--- src/rtl/arc_pkg.sv ---
// Shared types and constants for the MEM/WB end of the ARC MIPS pipeline.
package arc_pkg;

  typedef enum logic {
    S_IDLE = 1'b0,
    S_WAIT = 1'b1
  } memwb_state_t;

  // Architectural zero register; writes to it are suppressed.
  localparam int unsigned REG_ZERO = 0;

endpackage

--- src/rtl/mem_wb_stage_if.sv ---
// Data-memory request/acknowledge bus between the MEM stage and the memory.
interface mem_wb_stage_if #(
  parameter int unsigned DATA_W = 32
);

  logic              mem_req;
  logic              mem_we;
  logic [DATA_W-1:0] mem_addr;
  logic [DATA_W-1:0] mem_wdata;
  logic              mem_ack;
  logic [DATA_W-1:0] mem_rdata;

  modport master (
    output mem_req, mem_we, mem_addr, mem_wdata,
    input  mem_ack, mem_rdata
  );

  modport slave (
    input  mem_req, mem_we, mem_addr, mem_wdata,
    output mem_ack, mem_rdata
  );

endinterface

--- src/rtl/mem_wb_fsm.sv ---
// Memory-access sequencer: idle/wait state, timeout counter, stall and sticky error.
module mem_wb_fsm
  import arc_pkg::*;
#(
  parameter int unsigned TIMEOUT_CYC = 255
) (
  input  logic i_clk,
  input  logic i_rst,
  input  logic i_memop,
  input  logic i_mem_ack,
  output logic o_mem_req,
  output logic o_stall_c,
  output logic o_start_c,
  output logic o_done_c,
  output logic o_err
);

  localparam int unsigned CNT_W = $clog2(TIMEOUT_CYC + 1);

  memwb_state_t     state_q, state_d;
  logic [CNT_W-1:0] cnt_q, cnt_d;
  logic             err_q, err_d;
  logic             expire_c;

  // State, wait counter and sticky timeout flag.
  always_ff @(posedge i_clk) begin
    if (i_rst) begin
      state_q <= S_IDLE;
      cnt_q   <= '0;
      err_q   <= 1'b0;
    end else begin
      state_q <= state_d;
      cnt_q   <= cnt_d;
      err_q   <= err_d;
    end
  end

  // Next state; stall is held while waiting unless ack or timeout releases it this cycle.
  always_comb begin
    state_d   = state_q;
    cnt_d     = cnt_q;
    err_d     = err_q;
    o_stall_c = 1'b0;
    o_start_c = 1'b0;
    o_done_c  = 1'b0;
    expire_c  = 1'b0;
    case (state_q)
      S_IDLE: begin
        if (i_memop) begin
          o_stall_c = 1'b1;
          o_start_c = 1'b1;
          cnt_d     = '0;
          state_d   = S_WAIT;
        end
      end
      S_WAIT: begin
        expire_c = (cnt_q == CNT_W'(TIMEOUT_CYC - 1));
        if (i_mem_ack) begin
          o_done_c = 1'b1;
          cnt_d    = '0;
          state_d  = S_IDLE;
        end else if (expire_c) begin
          err_d   = 1'b1;
          cnt_d   = '0;
          state_d = S_IDLE;
        end else begin
          o_stall_c = 1'b1;
          cnt_d     = cnt_q + CNT_W'(1);
        end
      end
      default: state_d = S_IDLE;
    endcase
    if (i_rst) begin
      o_stall_c = 1'b0;
      o_start_c = 1'b0;
      o_done_c  = 1'b0;
    end
  end

  assign o_mem_req = (state_q == S_WAIT);
  assign o_err     = err_q;

endmodule

--- src/rtl/mem_wb_stage.sv ---
// MEM/WB pipeline end: data-memory access with wait states and register-bank write port.
module mem_wb_stage
  import arc_pkg::*;
#(
  parameter int unsigned DATA_W      = 32,
  parameter int unsigned REG_AW      = 5,
  parameter int unsigned TIMEOUT_CYC = 255
) (
  input  logic              i_clk,
  input  logic              i_rst,
  input  logic              i_valid,
  input  logic              i_con_memread,
  input  logic              i_con_memwrite,
  input  logic              i_con_memtoreg,
  input  logic              i_con_regwrite,
  input  logic [DATA_W-1:0] i_data_alu,
  input  logic [DATA_W-1:0] i_data_rt,
  input  logic [REG_AW-1:0] i_addr_dst,
  output logic              o_stall,
  mem_wb_stage_if.master    mem,
  output logic              o_con_RegWr,
  output logic [REG_AW-1:0] o_addr_WrReg,
  output logic [DATA_W-1:0] o_data_WrData,
  output logic              o_err
);

  logic memop_c, stall_c, start_c, done_c, mem_req;

  logic              we_q, we_d;
  logic [DATA_W-1:0] addr_q, addr_d;
  logic [DATA_W-1:0] wdata_q, wdata_d;
  logic [REG_AW-1:0] dst_q, dst_d;
  logic              regwrite_q, regwrite_d;
  logic              memtoreg_q, memtoreg_d;
  logic              regwr_q, regwr_d;
  logic [REG_AW-1:0] wrreg_q, wrreg_d;
  logic [DATA_W-1:0] wrdata_q, wrdata_d;

  assign memop_c = i_valid & (i_con_memread | i_con_memwrite);

  mem_wb_fsm #(
    .TIMEOUT_CYC(TIMEOUT_CYC)
  ) u_fsm (
    .i_clk    (i_clk),
    .i_rst    (i_rst),
    .i_memop  (memop_c),
    .i_mem_ack(mem.mem_ack),
    .o_mem_req(mem_req),
    .o_stall_c(stall_c),
    .o_start_c(start_c),
    .o_done_c (done_c),
    .o_err    (o_err)
  );

  // Latch the memop bundle on entry; build the MEM/WB write from ALU or completed access.
  always_comb begin
    we_d       = we_q;
    addr_d     = addr_q;
    wdata_d    = wdata_q;
    dst_d      = dst_q;
    regwrite_d = regwrite_q;
    memtoreg_d = memtoreg_q;
    regwr_d    = 1'b0;
    wrreg_d    = wrreg_q;
    wrdata_d   = wrdata_q;
    if (start_c) begin
      we_d       = i_con_memwrite;
      addr_d     = i_data_alu;
      wdata_d    = i_data_rt;
      dst_d      = i_addr_dst;
      regwrite_d = i_con_regwrite;
      memtoreg_d = i_con_memtoreg;
    end
    if (done_c) begin
      regwr_d = regwrite_q & (dst_q != REG_AW'(REG_ZERO));
      if (regwr_d) begin
        wrreg_d  = dst_q;
        wrdata_d = memtoreg_q ? mem.mem_rdata : addr_q;
      end
    end else if (!mem_req && !memop_c) begin
      regwr_d = i_valid & i_con_regwrite & (i_addr_dst != REG_AW'(REG_ZERO));
      if (regwr_d) begin
        wrreg_d  = i_addr_dst;
        wrdata_d = i_data_alu;
      end
    end
  end

  // Access latches and MEM/WB register.
  always_ff @(posedge i_clk) begin
    if (i_rst) begin
      we_q       <= 1'b0;
      addr_q     <= '0;
      wdata_q    <= '0;
      dst_q      <= '0;
      regwrite_q <= 1'b0;
      memtoreg_q <= 1'b0;
      regwr_q    <= 1'b0;
      wrreg_q    <= '0;
      wrdata_q   <= '0;
    end else begin
      we_q       <= we_d;
      addr_q     <= addr_d;
      wdata_q    <= wdata_d;
      dst_q      <= dst_d;
      regwrite_q <= regwrite_d;
      memtoreg_q <= memtoreg_d;
      regwr_q    <= regwr_d;
      wrreg_q    <= wrreg_d;
      wrdata_q   <= wrdata_d;
    end
  end

  assign o_stall       = stall_c;
  assign mem.mem_req   = mem_req;
  assign mem.mem_we    = we_q;
  assign mem.mem_addr  = addr_q;
  assign mem.mem_wdata = wdata_q;
  assign o_con_RegWr   = regwr_q;
  assign o_addr_WrReg  = wrreg_q;
  assign o_data_WrData = wrdata_q;

endmodule

--- src/flat_wrapper.sv ---
// flat-port wrapper written by rule: the top's interface ports become plain ports
module mem_wb_stage_flat import arc_pkg::*;
#(
  parameter int unsigned DATA_W      = 32,
  parameter int unsigned REG_AW      = 5,
  parameter int unsigned TIMEOUT_CYC = 255
)
  (i_clk, i_rst, i_valid, i_con_memread, i_con_memwrite, i_con_memtoreg, i_con_regwrite, i_data_alu, i_data_rt, i_addr_dst, o_stall, o_con_RegWr, o_addr_WrReg, o_data_WrData, o_err, mem_mem_req, mem_mem_we, mem_mem_addr, mem_mem_wdata, mem_mem_ack, mem_mem_rdata);
  mem_wb_stage_if #(.DATA_W(DATA_W)) mem_i ();
  input  logic i_clk;
  input  logic i_rst;
  input  logic i_valid;
  input  logic i_con_memread;
  input  logic i_con_memwrite;
  input  logic i_con_memtoreg;
  input  logic i_con_regwrite;
  input  logic [DATA_W-1:0] i_data_alu;
  input  logic [DATA_W-1:0] i_data_rt;
  input  logic [REG_AW-1:0] i_addr_dst;
  output logic o_stall;
  output logic o_con_RegWr;
  output logic [REG_AW-1:0] o_addr_WrReg;
  output logic [DATA_W-1:0] o_data_WrData;
  output logic o_err;
  output wire logic [$bits(mem_i.mem_req)-1:0] mem_mem_req;
  output wire logic [$bits(mem_i.mem_we)-1:0] mem_mem_we;
  output wire logic [$bits(mem_i.mem_addr)-1:0] mem_mem_addr;
  output wire logic [$bits(mem_i.mem_wdata)-1:0] mem_mem_wdata;
  input wire logic [$bits(mem_i.mem_ack)-1:0] mem_mem_ack;
  input wire logic [$bits(mem_i.mem_rdata)-1:0] mem_mem_rdata;
  assign mem_mem_req = mem_i.mem_req;
  assign mem_mem_we = mem_i.mem_we;
  assign mem_mem_addr = mem_i.mem_addr;
  assign mem_mem_wdata = mem_i.mem_wdata;
  assign mem_i.mem_ack = mem_mem_ack;
  assign mem_i.mem_rdata = mem_mem_rdata;
  mem_wb_stage #(.DATA_W(DATA_W), .REG_AW(REG_AW), .TIMEOUT_CYC(TIMEOUT_CYC)) u_core (.i_clk(i_clk), .i_rst(i_rst), .i_valid(i_valid), .i_con_memread(i_con_memread), .i_con_memwrite(i_con_memwrite), .i_con_memtoreg(i_con_memtoreg), .i_con_regwrite(i_con_regwrite), .i_data_alu(i_data_alu), .i_data_rt(i_data_rt), .i_addr_dst(i_addr_dst), .o_stall(o_stall), .mem(mem_i), .o_con_RegWr(o_con_RegWr), .o_addr_WrReg(o_addr_WrReg), .o_data_WrData(o_data_WrData), .o_err(o_err));
endmodule
--- config.mk ---
export PLATFORM = sky130hd
export DESIGN_NAME = mem_wb_stage_flat
export DESIGN_NICKNAME = d
export VERILOG_FILES = /design/src/rtl/arc_pkg.sv /design/src/rtl/mem_wb_stage_if.sv /design/src/rtl/mem_wb_fsm.sv /design/src/rtl/mem_wb_stage.sv /design/src/flat_wrapper.sv
export SDC_FILE = /design/constraint.sdc
export NUM_CORES = 1
export LEC_CHECK = 0
export ABC_AREA = 1
export CAP_MARGIN = 20
export CORE_MARGIN = 3
export CORE_UTILIZATION = 35
export CTS_CLUSTER_SIZE = 30
export DETAILED_ROUTE_END_ITERATION = 8
export PLACE_DENSITY = 0.64
export SETUP_SLACK_MARGIN = 0.5
export SYNTH_ARGS = -nofsm -noshare
export SYNTH_HDL_FRONTEND = slang
export SYNTH_SLANG_ARGS = --single-unit
--- constraint.sdc ---
create_clock -name i_clk -period 1.78 [get_ports i_clk]
set_clock_uncertainty 0.05 [all_clocks]
set_input_delay 0.178 -clock i_clk [delete_from_list [all_inputs] [get_ports i_clk]]
set_output_delay 0.178 -clock i_clk [all_outputs]
set_load 0.005 [all_outputs]
==> results.ini <==
[status]
status = finished, final reports clean

[global_route]
grt_pass1_wl_um = 28500
grtUsageTotal = 0.206
antenna_found_initial = 0
overflow = 0
grt_max_degree = 107
grt_pass1_vias = 5385

[yosys]
ys_seq_area_frac = 0.437
avgSynthCellArea_um2 = 6.63
syn_area_um2 = 5490
ys_seq_elements = 120
synth.distinct_cells = 27
ys.warnings.count = 0
syn-num-nets = 939
syn_inst = 828

[detailed_routing]
routedWlPerCell_um = 14.3
viasPerCell = 4.56
drc = 0
drt_iter0_drc = 277
firstDrtPassIters = 5
drt-total-wl_um = 18500
num_vias = 5883
postRouteAntennaNets = 0

[cts]
cts_tree = built
cts_max_level = 4
clock_sinks = 120
clk_path_buf_depth = 2
clk_pin_slew_ns = 0.05
cts-root-buf = clkbuf_16
clk_latency_ns = 0.41
cts_made_buffers = 17

[power_and_ir_drop]
p_per_area_nw_per_um2 = 856
p_leak_uw = 0.00420
ir_worst_vdd_uv = 601
p_total_uw = 7710

[setup_path]
cp_slowest_cell = dfxtp_2
arrival_ns = 1.43
path_class = reg2out
setup.worst_path.start_class = flip-flop
critPathMostFrequentCell = nand2_2
max_stage_delay_ns = 0.32
r2r_cells = 12
worstPathRequired_ns = 1.55
endpoint_kind = primary output
crit_chain = inv_2 -> ha_4 -> nand2_2 -> nor2_2 -> nand2_1 -> nand2_2 -> nand2_2 -> buf_2
path_max_fanout = 2

[sta]
final-setup-viol-count = 0
slew_headroom = 0.670
max_freq_mhz = 604
worst_slack_ns = 0.126
grt_setup_unrepaired = true
tightest_slew_ns = 0.495
finalHoldViolCount = 0
fin_crit_ns = 1.65
finalCritPeriodShare = 0.929
drv_slew = 0

[placement]
numPortBuffers = 214
pre_cts_slack_ns = -0.0872
place_area_um2 = 7930
dp_hpwl_um = 11400
gp_congestion = 0.807

[floorplanning]
core_um2 = 15300
core.rowCount = 45
dieHeight_um = 131
ios = 215
initial_core_util = 0.360
dieWidth_um = 131
die_area_um2 = 17200

[run]
drv_cap = 0

[min_path]
hold_depth = 3
min_path_type = in2reg

[final_layout]
area_delta_synth_final_pct = 63.9
drive_above_1_share = 0.134
stdcell_area_um2 = 9000
fillCellCount = 1457
diodes = 0
layout.nets = 1177

## final timing paths
check / start / to / slack, ns
worst max-delay path: u_core.u_fsm.cnt_q[0] / o_stall / 0.13
worst min-delay path: i_data_rt[12] / u_core.mem.mem_wdata[12] / 0.28
worst max register to register: u_core.u_fsm.cnt_q[0] / u_core.u_fsm.cnt_q[4] / 0.24
worst min register to register: u_core.u_fsm.cnt_q[4] / u_core.u_fsm.cnt_q[4] / 0.39
## worst max-delay path, delay by kind of cell, from the launching register on
kind | cells | cell delay [ns]
adder cells (fa/ha/maj) | 1 | 0.12
buffers and inverters | 2 | 0.19
flip-flops | 1 | 0.32
AND/OR/NAND/NOR | 5 | 0.38
## logic make-up after synthesis
| family | Yosys count | synth area share |
|---|---|---|
| buffers and inverters | 79 | 0.0711 |
| AO/OA/AOI/OAI | 87 | 0.0857 |
| adder cells (fa/ha/maj) | 2 | 0.00456 |
| flip-flops | 120 | 0.437 |
| AND/OR/NAND/NOR | 540 | 0.401 |
## placed cells by master (no fill, tap or decap), types with 19 or more instances in the layout
cell,count
inv_1,27
nor2_1,91
dfxtp_1,91
nand2_1,389
dlygate4sd2_1,87
clkbuf_16,19
buf_4,26
nand3b_1,32
dfxtp_2,28
clkdlybuf4s50_1,108
o21ai_0,71
## final cells by class
class	count	area, um2	share of cell area
inverter	29	111	0.0124
clock buffer	20	447	0.0496
clock inverter	12	128	0.0142
tap	211	264	0.0293
multi-input combinational	629	2800	0.311
sequential	120	2440	0.271
timing repair buffer	269	2810	0.312
## cells in the mapped netlist
| master | number | share of area |
|---|---|---|
| buf_2 | 22 | 0.020 |
| a32o_1 | 1 | 0.0018 |
| o21ai_0 | 74 | 0.067 |
| o21ai_1 | 2 | 0.0018 |
| ha_1 | 2 | 0.0046 |
| o31ai_1 | 6 | 0.0082 |
| a21oi_1 | 2 | 0.0018 |
| buf_6 | 7 | 0.014 |
| nand3_4 | 1 | 0.0032 |
| nor2_2 | 2 | 0.0023 |
| inv_4 | 1 | 0.0011 |
| nand3_1 | 8 | 0.0073 |
| clkbuf_1 | 15 | 0.010 |
| nor3_1 | 2 | 0.0018 |
| nand2_2 | 3 | 0.0034 |
| nor3_2 | 1 | 0.0018 |
| inv_1 | 28 | 0.019 |
| nor2_1 | 93 | 0.064 |
| buf_4 | 3 | 0.0041 |
| o21ai_2 | 1 | 0.0016 |
| o21ai_4 | 1 | 0.0030 |
| nand3b_1 | 32 | 0.044 |
| dfxtp_1 | 120 | 0.44 |
| nand2_1 | 395 | 0.27 |
| nand2_4 | 1 | 0.0020 |
| nand4_1 | 2 | 0.0023 |
| buf_1 | 3 | 0.0020 |
## state kept, by name, indices dropped and copies added (netlist names)
name	count
u_core.dst_q	5
u_core.mem.mem_addr	32
u_core.mem.mem_wdata	32
u_core.mem.mem_we	1
u_core.memtoreg_q	1
u_core.o_addr_WrReg	5
u_core.o_con_RegWr	1
u_core.o_data_WrData	32
u_core.regwrite_q	1
u_core.u_fsm.cnt_q	8
u_core.u_fsm.o_err	1
u_core.u_fsm.o_mem_req	1
## stage by stage
step	hold WS (ns)	cells	setup TNS, ns	utilization
2_1_floorplan	0.241	828	0	-
3_3_place_gp	0.389	1231	-1.52	0.519
3_5_place_dp	0.388	1231	-2.69	0.519
4_1_cts	0.261	1284	0	0.582
5_1_grt	0.282	1290	0	0.590
6_report	0.278	1290	0	0.590
## routing by layer
metal | routed length, um | GRT usage
met5 | 0 | 0
met4 | 325 | 0.0677
met3 | 1180 | 0.0632
met2 | 8590 | 0.336
met1 | 8380 | 0.260
## power by group
part | leakage [uW] | internal, uW | switching, uW | total [uW]
registers | 0.000995 | 2880 | 102 | 2980
logic | 0.00293 | 745 | 635 | 1380
clock network | 0.000272 | 2090 | 1260 | 3350
total | 0.00420 | 5710 | 2000 | 7710
## what timing repair did
item | in CTS | in global routing
hold endpoints to repair | 0 | 0
pin swaps | 7 | 9
gates resized for setup | 183 | 32
setup buffers | 14 | 4
hold buffers | 0 | 0
cloned | 7 | 2
endpoints found under the setup margin | 187 | 136
Note: power is estimated with default switching activity, not from simulation.
